--- config.mk ---
export PLATFORM = sky130hd
export DESIGN_NAME = register_file_2r1w_flat
export DESIGN_NICKNAME = d
export VERILOG_FILES = /design/src/rtl/register_file_2r1w_if.sv /design/src/rtl/register_file_2r1w.sv /design/src/flat_wrapper.sv
export SDC_FILE = /design/constraint.sdc
export NUM_CORES = 2
export LEC_CHECK = 0
export BUFFER_PORTS_ARGS = -buffer_cell sky130_fd_sc_hd__buf_2
export CAP_MARGIN = 20
export CORE_ASPECT_RATIO = 1.4
export CORE_UTILIZATION = 24
export CTS_CLUSTER_DIAMETER = 30
export CTS_CLUSTER_SIZE = 25
export DETAILED_ROUTE_END_ITERATION = 8
export PLACE_DENSITY = 0.45
export REMOVE_ABC_BUFFERS = 1
export SETUP_SLACK_MARGIN = 0.15
export SLEW_MARGIN = 15
export SYNTH_ARGS = -nofsm -noshare
export SYNTH_HDL_FRONTEND = slang
export SYNTH_HIERARCHICAL = 1
export SYNTH_SLANG_ARGS = --single-unit
--- constraint.sdc ---
create_clock -name clk -period 1.6 [get_ports clk]
set_clock_uncertainty 0.1 [all_clocks]
set_input_delay 0.16 -clock clk [delete_from_list [all_inputs] [get_ports clk]]
set_output_delay 0.16 -clock clk [all_outputs]
set_load 0.01 [all_outputs]
--- src/rtl/register_file_2r1w_if.sv ---
// -----------------------------------------------------------------------------
// register_file_2r1w_if
// Bus bundle for the 2-read / 1-write integer register file.
//   wr_ena   : write enable, sampled on the rising clock edge
//   wr_addr  : destination register index
//   wr_data  : data to write
//   rd_addr0 : read port 0 register index
//   rd_data0 : read port 0 data (combinational)
//   rd_addr1 : read port 1 register index
//   rd_data1 : read port 1 data (combinational)
// master modport: the pipeline stage driving addresses and write data.
// slave modport : the register file itself.
// -----------------------------------------------------------------------------
interface register_file_2r1w_if #(
   parameter int N      = 32,
   parameter int ADDR_W = 5
);
   logic              wr_ena;
   logic [ADDR_W-1:0] wr_addr;
   logic [N-1:0]      wr_data;
   logic [ADDR_W-1:0] rd_addr0;
   logic [N-1:0]      rd_data0;
   logic [ADDR_W-1:0] rd_addr1;
   logic [N-1:0]      rd_data1;

   modport master (
      output wr_ena, wr_addr, wr_data, rd_addr0, rd_addr1,
      input  rd_data0, rd_data1
   );

   modport slave (
      input  wr_ena, wr_addr, wr_data, rd_addr0, rd_addr1,
      output rd_data0, rd_data1
   );
endinterface

--- src/rtl/register_file_2r1w.sv ---
// -----------------------------------------------------------------------------
// register_file_2r1w
// 32 x 32-bit integer register file, two combinational read ports and one
// synchronous write port. Register x0 is a constant zero.
// Ports:
//   clk   : rising-edge clock
//   rst_n : asynchronous active-low reset, clears every register
//   bus   : register_file_2r1w_if.slave (write port + two read ports)
// Build option:
//   REGFILE_WRITE_BYPASS_EN - when defined, a write to a nonzero register is
//   forwarded combinationally to any read port addressing it in the same cycle.
//   When undefined, reads always reflect committed register state.
// -----------------------------------------------------------------------------

// One read port: selects one of the 32 register outputs.
module mux32 #(
   parameter int N = 32
) (
   input  logic [31:0][N-1:0] din,
   input  logic [4:0]         sel,
   output logic [N-1:0]       dout
);
   assign dout = din[sel];
endmodule

module register_file_2r1w #(
   parameter int N      = 32,
   parameter int DEPTH  = 32,
   parameter int ADDR_W = 5
) (
   input  logic                 clk,
   input  logic                 rst_n,
   register_file_2r1w_if.slave  bus
);
   // Flattened view of all register outputs, index = register number.
   logic [DEPTH-1:0][N-1:0] reg_out;
   logic [N-1:0]            mux_out0;
   logic [N-1:0]            mux_out1;

   // x0 is not a flop; writes to it have nowhere to land.
   assign reg_out[0] = '0;

   generate
      for (genvar gi = 1; gi < DEPTH; gi++) begin : g_reg
         logic [N-1:0] data_q;
         logic [N-1:0] data_d;

         always_comb begin
            data_d = data_q;
            if (bus.wr_ena && (bus.wr_addr == ADDR_W'(gi))) begin
               data_d = bus.wr_data;
            end
         end

         // The async clear also makes writes during reset a no-op.
         always_ff @(posedge clk or negedge rst_n) begin
            if (!rst_n) begin
               data_q <= '0;
            end else begin
               data_q <= data_d;
            end
         end

         assign reg_out[gi] = data_q;
      end
   endgenerate

   mux32 #(.N(N)) u_mux_rd0 (
      .din  (reg_out),
      .sel  (bus.rd_addr0),
      .dout (mux_out0)
   );

   mux32 #(.N(N)) u_mux_rd1 (
      .din  (reg_out),
      .sel  (bus.rd_addr1),
      .dout (mux_out1)
   );

`ifdef REGFILE_WRITE_BYPASS_EN
   logic hit0;
   logic hit1;

   // Forward only live, nonzero-destination writes; during reset the
   // registers are already zero, so gating with rst_n keeps outputs at 0.
   always_comb begin
      hit0 = rst_n && bus.wr_ena && (bus.wr_addr != '0) &&
             (bus.wr_addr == bus.rd_addr0);
      hit1 = rst_n && bus.wr_ena && (bus.wr_addr != '0) &&
             (bus.wr_addr == bus.rd_addr1);
   end

   assign bus.rd_data0 = hit0 ? bus.wr_data : mux_out0;
   assign bus.rd_data1 = hit1 ? bus.wr_data : mux_out1;
`else
   assign bus.rd_data0 = mux_out0;
   assign bus.rd_data1 = mux_out1;
`endif

endmodule

--- src/flat_wrapper.sv ---
// flat-port wrapper written by rule: the top's interface ports become plain ports
module register_file_2r1w_flat 
#(
   parameter int N      = 32,
   parameter int DEPTH  = 32,
   parameter int ADDR_W = 5
)
  (clk, rst_n, bus_wr_ena, bus_wr_addr, bus_wr_data, bus_rd_addr0, bus_rd_addr1, bus_rd_data0, bus_rd_data1);
  register_file_2r1w_if #(.N(N), .ADDR_W(ADDR_W)) bus_i ();
  input  logic clk;
  input  logic rst_n;
  input wire logic [$bits(bus_i.wr_ena)-1:0] bus_wr_ena;
  input wire logic [$bits(bus_i.wr_addr)-1:0] bus_wr_addr;
  input wire logic [$bits(bus_i.wr_data)-1:0] bus_wr_data;
  input wire logic [$bits(bus_i.rd_addr0)-1:0] bus_rd_addr0;
  input wire logic [$bits(bus_i.rd_addr1)-1:0] bus_rd_addr1;
  output wire logic [$bits(bus_i.rd_data0)-1:0] bus_rd_data0;
  output wire logic [$bits(bus_i.rd_data1)-1:0] bus_rd_data1;
  assign bus_i.wr_ena = bus_wr_ena;
  assign bus_i.wr_addr = bus_wr_addr;
  assign bus_i.wr_data = bus_wr_data;
  assign bus_i.rd_addr0 = bus_rd_addr0;
  assign bus_i.rd_addr1 = bus_rd_addr1;
  assign bus_rd_data0 = bus_i.rd_data0;
  assign bus_rd_data1 = bus_i.rd_data1;
  register_file_2r1w #(.N(N), .DEPTH(DEPTH), .ADDR_W(ADDR_W)) u_core (.clk(clk), .rst_n(rst_n), .bus(bus_i));
endmodule
# After elaboration in Yosys (flattened, before gate mapping)
# Index checks and enable logic that the tools add are counted.
# Widths: inputs -> output; s select.
[classes]
addsub = 0
n_div = 0
reduce_logical = 31
mux = 4
n_mul = 0
order_cmp = 2
shift = 0
bitwise_logic = 0
eq_ne = 31
[op_table]
columns = ["operator", "count"]
rows = [
  ["$bmux 32 s5", 2],
  ["$eq 5x5->1 const B", 16],
  ["$mux 32", 2],
  ["$eq 5x4->1 const B", 8],
  ["$logic_and 1x1->1", 31],
  ["$eq 5x3->1 const B", 4],
  ["$lt 5x6->1 const B", 2],
  ["$eq 5x2->1 const B", 2],
  ["$eq 5x1->1 const B", 1],
]
[word_totals]
memories = 0
ramBits = 0
rom_bits = 0
regBits = 992
output_inout_bits = 64
inputBits = 50
word_cells = 99
latchBits = 0

# Depth between registers and ports, before layout
[logic_depth]
depth_word = 2
mapped_depth = 8
ltp_nobuf = 5

# By module
# The synthesis kept the hierarchy.
[modules_own_cells]
columns = ["mod", "cells_per_inst", "instances", "seq_area_each_um2", "area_per_inst_um2"]
rows = [
  ["register_file_2r1w", 2224, 1, 24823.8, 37094.3],
  ["mux32", 1158, 2, 0.0, 8887.3],
]

# Worst setup path before layout
# No wires, ideal clock.
[synth_timing]
kind = "in2out"
start = "input port bus_rd_addr0[1]"
end = "output port bus_rd_data0[25]"
slack_ns = 0.046
path_buffers = 4
path_stages = 8
required_ns = 1.340
arrival_ns = 1.294
cell_sequence = "buf_4 buf_6 buf_6 buf_6 mux2i_1 a22oi_1 a31oi_1 nand3_1"
[synth_via]
elab_chain_len = 2
[synth_lines]
columns = ["item", "line", "rtl"]
rows = [
  ["start: declaration", "flat_wrapper.sv:15", "input wire logic [$bits(bus_i.rd_addr0)-1:0] bus_rd_addr0;"],
  ["$bmux 32 s5", "register_file_2r1w.sv:23", "assign dout = din[sel];"],
  ["$mux 32 (not written as such)", "register_file_2r1w.sv:23", ""],
  ["end: declaration", "flat_wrapper.sv:17", "output wire logic [$bits(bus_i.rd_data0)-1:0] bus_rd_data0;"],
]
# Every way passes these cells. The select of a mux whose other input is x is not followed.

# Worst setup path in the final report
[layout_timing]
start = "register u_core.g_reg[7].data_q[16]"
end = "output port bus_rd_data0[16]"
[layout_via]
elab_chain_len = 2
[layout_lines]
columns = ["item", "line", "rtl"]
rows = [
  ["start: declaration", "register_file_2r1w.sv:45", "logic [N-1:0] data_q;"],
  ["start signal: assignment", "register_file_2r1w.sv:60", "data_q <= data_d;"],
  ["$bmux 32 s5", "register_file_2r1w.sv:23", ""],
  ["$mux 32 (not written as such)", "register_file_2r1w.sv:23", ""],
]
# Every way passes these cells. The select of a mux whose other input is x is not followed.

==> results.py <==
metrics = {
    "grt": {
        "global_route.overflow_total": 0,
        "grt_pass1_vias": 42830,
        "track_usage": 0.1765,
        "grt_antenna_before_repair": 14,
        "global_route_wire_length_before_repair_um": 302800,
        "grt_max_degree": 74,
    },
    "finish": {
        "finalCoreUtilization": 0.3202,
        "max_flop_register": "u_core/g.data_q",
        "design.final.nets": 5083,
        "post_route_cells_drive_above_1_share": 0.4140,
        "total_non_filler_cell_area_in_the_finished_layout_sq_um": 72730,
        "reg.largest.list": "u_core/g.data_q: 992 flops",
        "area_delta_synth_final_pct": 32.55,
        "largest_register_ffs": 992,
    },
    "synth": {
        "yosys.cell_types.count": 30,
        "synth.most_common_cell": "sky130_fd_sc_hd__mux2i_1",
        "synth_enable_flop_cells": 0,
        "synth.top_cells.by_area": "sky130_fd_sc_hd__dfrtp_1, sky130_fd_sc_hd__mux2_2, sky130_fd_sc_hd__mux2i_1, sky130_fd_sc_hd__a22oi_1, sky130_fd_sc_hd__a22o_1",
        "ys.warnings.count": 6,
        "yosysTopAreaCell": "sky130_fd_sc_hd__dfrtp_1",
        "postSynthAreaPerCell_sq_um": 12.09,
        "synth_area_sq_um": 54870,
        "netlist_instances": 4540,
        "synth_commonest_cells": "sky130_fd_sc_hd__mux2i_1, sky130_fd_sc_hd__dfrtp_1, sky130_fd_sc_hd__mux2_2",
        "ys_async_sr_fraction": 1.000,
        "synth_seq_area_share": 0.4524,
        "ys_dominant_reg_cell": "sky130_fd_sc_hd__dfrtp_1",
        "synth_top_cell_area_share": 0.4524,
        "synth.ff_latch_count": 992,
    },
    "timing": {
        "final_max_slew_viols": 0,
        "finalCriticalPeriod_ps": 2532,
        "hold_vio_cnt_final": 0,
        "grt_setup_unrepaired": "yes",
        "worst_slack_ps": -932.4,
        "totalNegativeSetupSlack_ps": -52350,
        "timing.final.crit_share": 1.583,
        "worst_slew_pin_slew_ps": 632.5,
        "achievable-frequency_ghz": 0.3949,
        "finalSetupViolations": 64,
        "worst_slew_margin_rel": 0.5769,
    },
    "outcome": {
        "violated_checks": "negative setup slack",
        "result_of_the_run": "finished with violations",
    },
    "clock_tree": {
        "h-tree-depth": 4,
        "numCtsBuffers": 209,
        "cts-root-buf": "sky130_fd_sc_hd__clkbuf_16",
        "cts_sinks": 992,
        "clk-insertion-delay-late_ps": 840,
        "cts-root-to-sink-buffers": 4,
        "clock_slew_at_the_register_clock_pins_of_the_worst_setup_and_hold_paths_ps": 50,
        "tritoncts_clock_tree": "yes",
    },
    "routing": {
        "drt_first_pass_iters": 5,
        "dr_total_vias": 40310,
        "detail_route.wl_per_cell_um": 25.13,
        "antenna_violating_nets_post_route": 0,
        "detail_route.vias_per_cell": 4.898,
        "dr.first_iter.drc_count": 2336,
        "drcViolationCount": 0,
        "wirelength_um": 206800,
    },
    "pwr": {
        "power.static_leakage_uw": 0.03363,
        "peakVddDrop_uv": 821.2,
        "power_density_nw_per_um2": 1311,
    },
    "flow_run": {
        "cap_violations": 0,
    },
    "die": {
        "start_util": 0.2416,
        "die_h_um": 567.7,
        "floorplan.core_area_sq_um": 227100,
        "boundaryPins": 114,
        "placement_rows": 207,
        "die-area_sq_um": 230600,
        "die_x_um": 406.1,
    },
    "worst_setup_path": {
        "crit_path_start_kind": "flip-flop",
        "worstPathArrival_ps": 2270,
        "path_max_fanout": 3,
        "cp_data_required_time_ps": 1340,
        "path_class": "reg2out",
        "endpoint_kind_of_the_worst_setup_timing_path": "output port",
    },
    "hold_path": {
        "hold_wc_path_type": "in2reg",
    },
    "place": {
        "place.port_buffers": 113,
        "place.detailed.hpwl_um": 138100,
        "area_after_dpl_sq_um": 63400,
        "finalWeightedCongestion": 0.8088,
    },
}
==> logic make-up (layout without fill, tap and decap cells) <==
logic type,Yosys count,after routing,share of synthesized area
other,1,68,0.00006834
and+or+nand+nor,509,509,0.04278
DFF,992,992,0.4524
AOI/OAI and AO/OA,576,576,0.07151
muxes,2016,2016,0.3904
buffers and inverters,446,1039,0.04282
==> power by group <==
part           internal, uW  switching (uW)  leakage [uW]  total, uW
Clock                 29800           14800       0.00352      44600
Combinational          9030            7920        0.0174      16900
Sequential            30100            3680        0.0127      33800
Total                 68900           26400        0.0336      95300
==> area by class of cell <==
class | instances | area [sq um]
Clock buffer | 261 | 5695
Clock inverter | 113 | 1496
Tap cell | 3030 | 3791
Sequential cell | 992 | 24820
Timing Repair Buffer | 665 | 7506
Multi-Input combinational cell | 3165 | 29410
Antenna cell | 4 | 10.01
Fill cell | 22800 | 154400
==> worst max-delay path, stage by stage (launching register included) <==
cell                      delay (ps)
sky130_fd_sc_hd__dfrtp_1         390
sky130_fd_sc_hd__mux2i_1         160
sky130_fd_sc_hd__a22o_1          230
sky130_fd_sc_hd__nor3_2           60
sky130_fd_sc_hd__buf_4           150
sky130_fd_sc_hd__a31oi_4         180
sky130_fd_sc_hd__nand3_4         130
sky130_fd_sc_hd__buf_6           140
==> cell usage in the layout, fill, tap and decap left out, types with 142 or more instances in the layout <==
cell type                      n
sky130_fd_sc_hd__buf_4       324
sky130_fd_sc_hd__nand2_1     193
sky130_fd_sc_hd__a21oi_1     192
sky130_fd_sc_hd__buf_12      177
sky130_fd_sc_hd__a22oi_1     192
sky130_fd_sc_hd__dfrtp_1     992
sky130_fd_sc_hd__clkbuf_16   210
sky130_fd_sc_hd__mux2i_1    1021
sky130_fd_sc_hd__mux2_2      980
sky130_fd_sc_hd__nand3_1     142
==> per-layer routing <==
metal / global-route usage / vias up / routed length [um]
met3: 0.02636 / 396 / 8790
li1: - / 17840 / -
met4: 0.06205 / 10 / 7739
met1: 0.2249 / 21140 / 89040
met5: 0 / - / 67
met2: 0.3005 / 918 / 101200
==> final timing paths <==
| check | startpoint | to | cells past startpoint | slack, ps |
|---|---|---|---|---|
| setup / recovery | u_core/g_reg[7].data_q[16]$_DFFE_PN0P_ | bus_rd_data0[16] | 7 | -930 |
| hold reg to reg | u_core/g_reg[12].data_q[3]$_DFFE_PN0P_ | u_core/g_reg[12].data_q[3]$_DFFE_PN0P_ | 1 | 410 |
| hold / removal | bus_wr_addr[2] | u_core/g_reg[20].data_q[17]$_DFFE_PN0P_ | 5 | 60 |
| min in group asynchronous | rst_n | u_core/g_reg[2].data_q[16]$_DFFE_PN0P_ | 4 | 240 |
| setup reg to reg | u_core/g_reg[4].data_q[13]$_DFFE_PN0P_ | u_core/g_reg[4].data_q[13]$_DFFE_PN0P_ | 3 | 460 |
| max in group asynchronous | rst_n | u_core/g_reg[17].data_q[16]$_DFFE_PN0P_ | 4 | 110 |
==> metrics by stage <==
step           power, uW  std cells  setup slack, ps  hold WS (ps)
2_1_floorplan      43060       4157            -3738        -235.6
3_3_place_gp       49670       7808           -721.5        -56.01
3_5_place_dp       50090       7808           -732.1        -56.99
4_1_cts            96250       8223            -1008        -19.11
5_1_grt            99510       8228            -1065         55.50
6_report           95330       8230           -932.4         58.56
==> repair_timing <==
item / CTS / global route
setup buffers: 4 / 1
resized for setup: 245 / 51
pin swaps: 99 / 79
hold endpoints to repair: 1984 / 8
hold buffers: 37 / 1
endpoints found under the setup margin: 64 / 903
gates cloned: 0 / 1
Power figures use the tool's default switching activity.
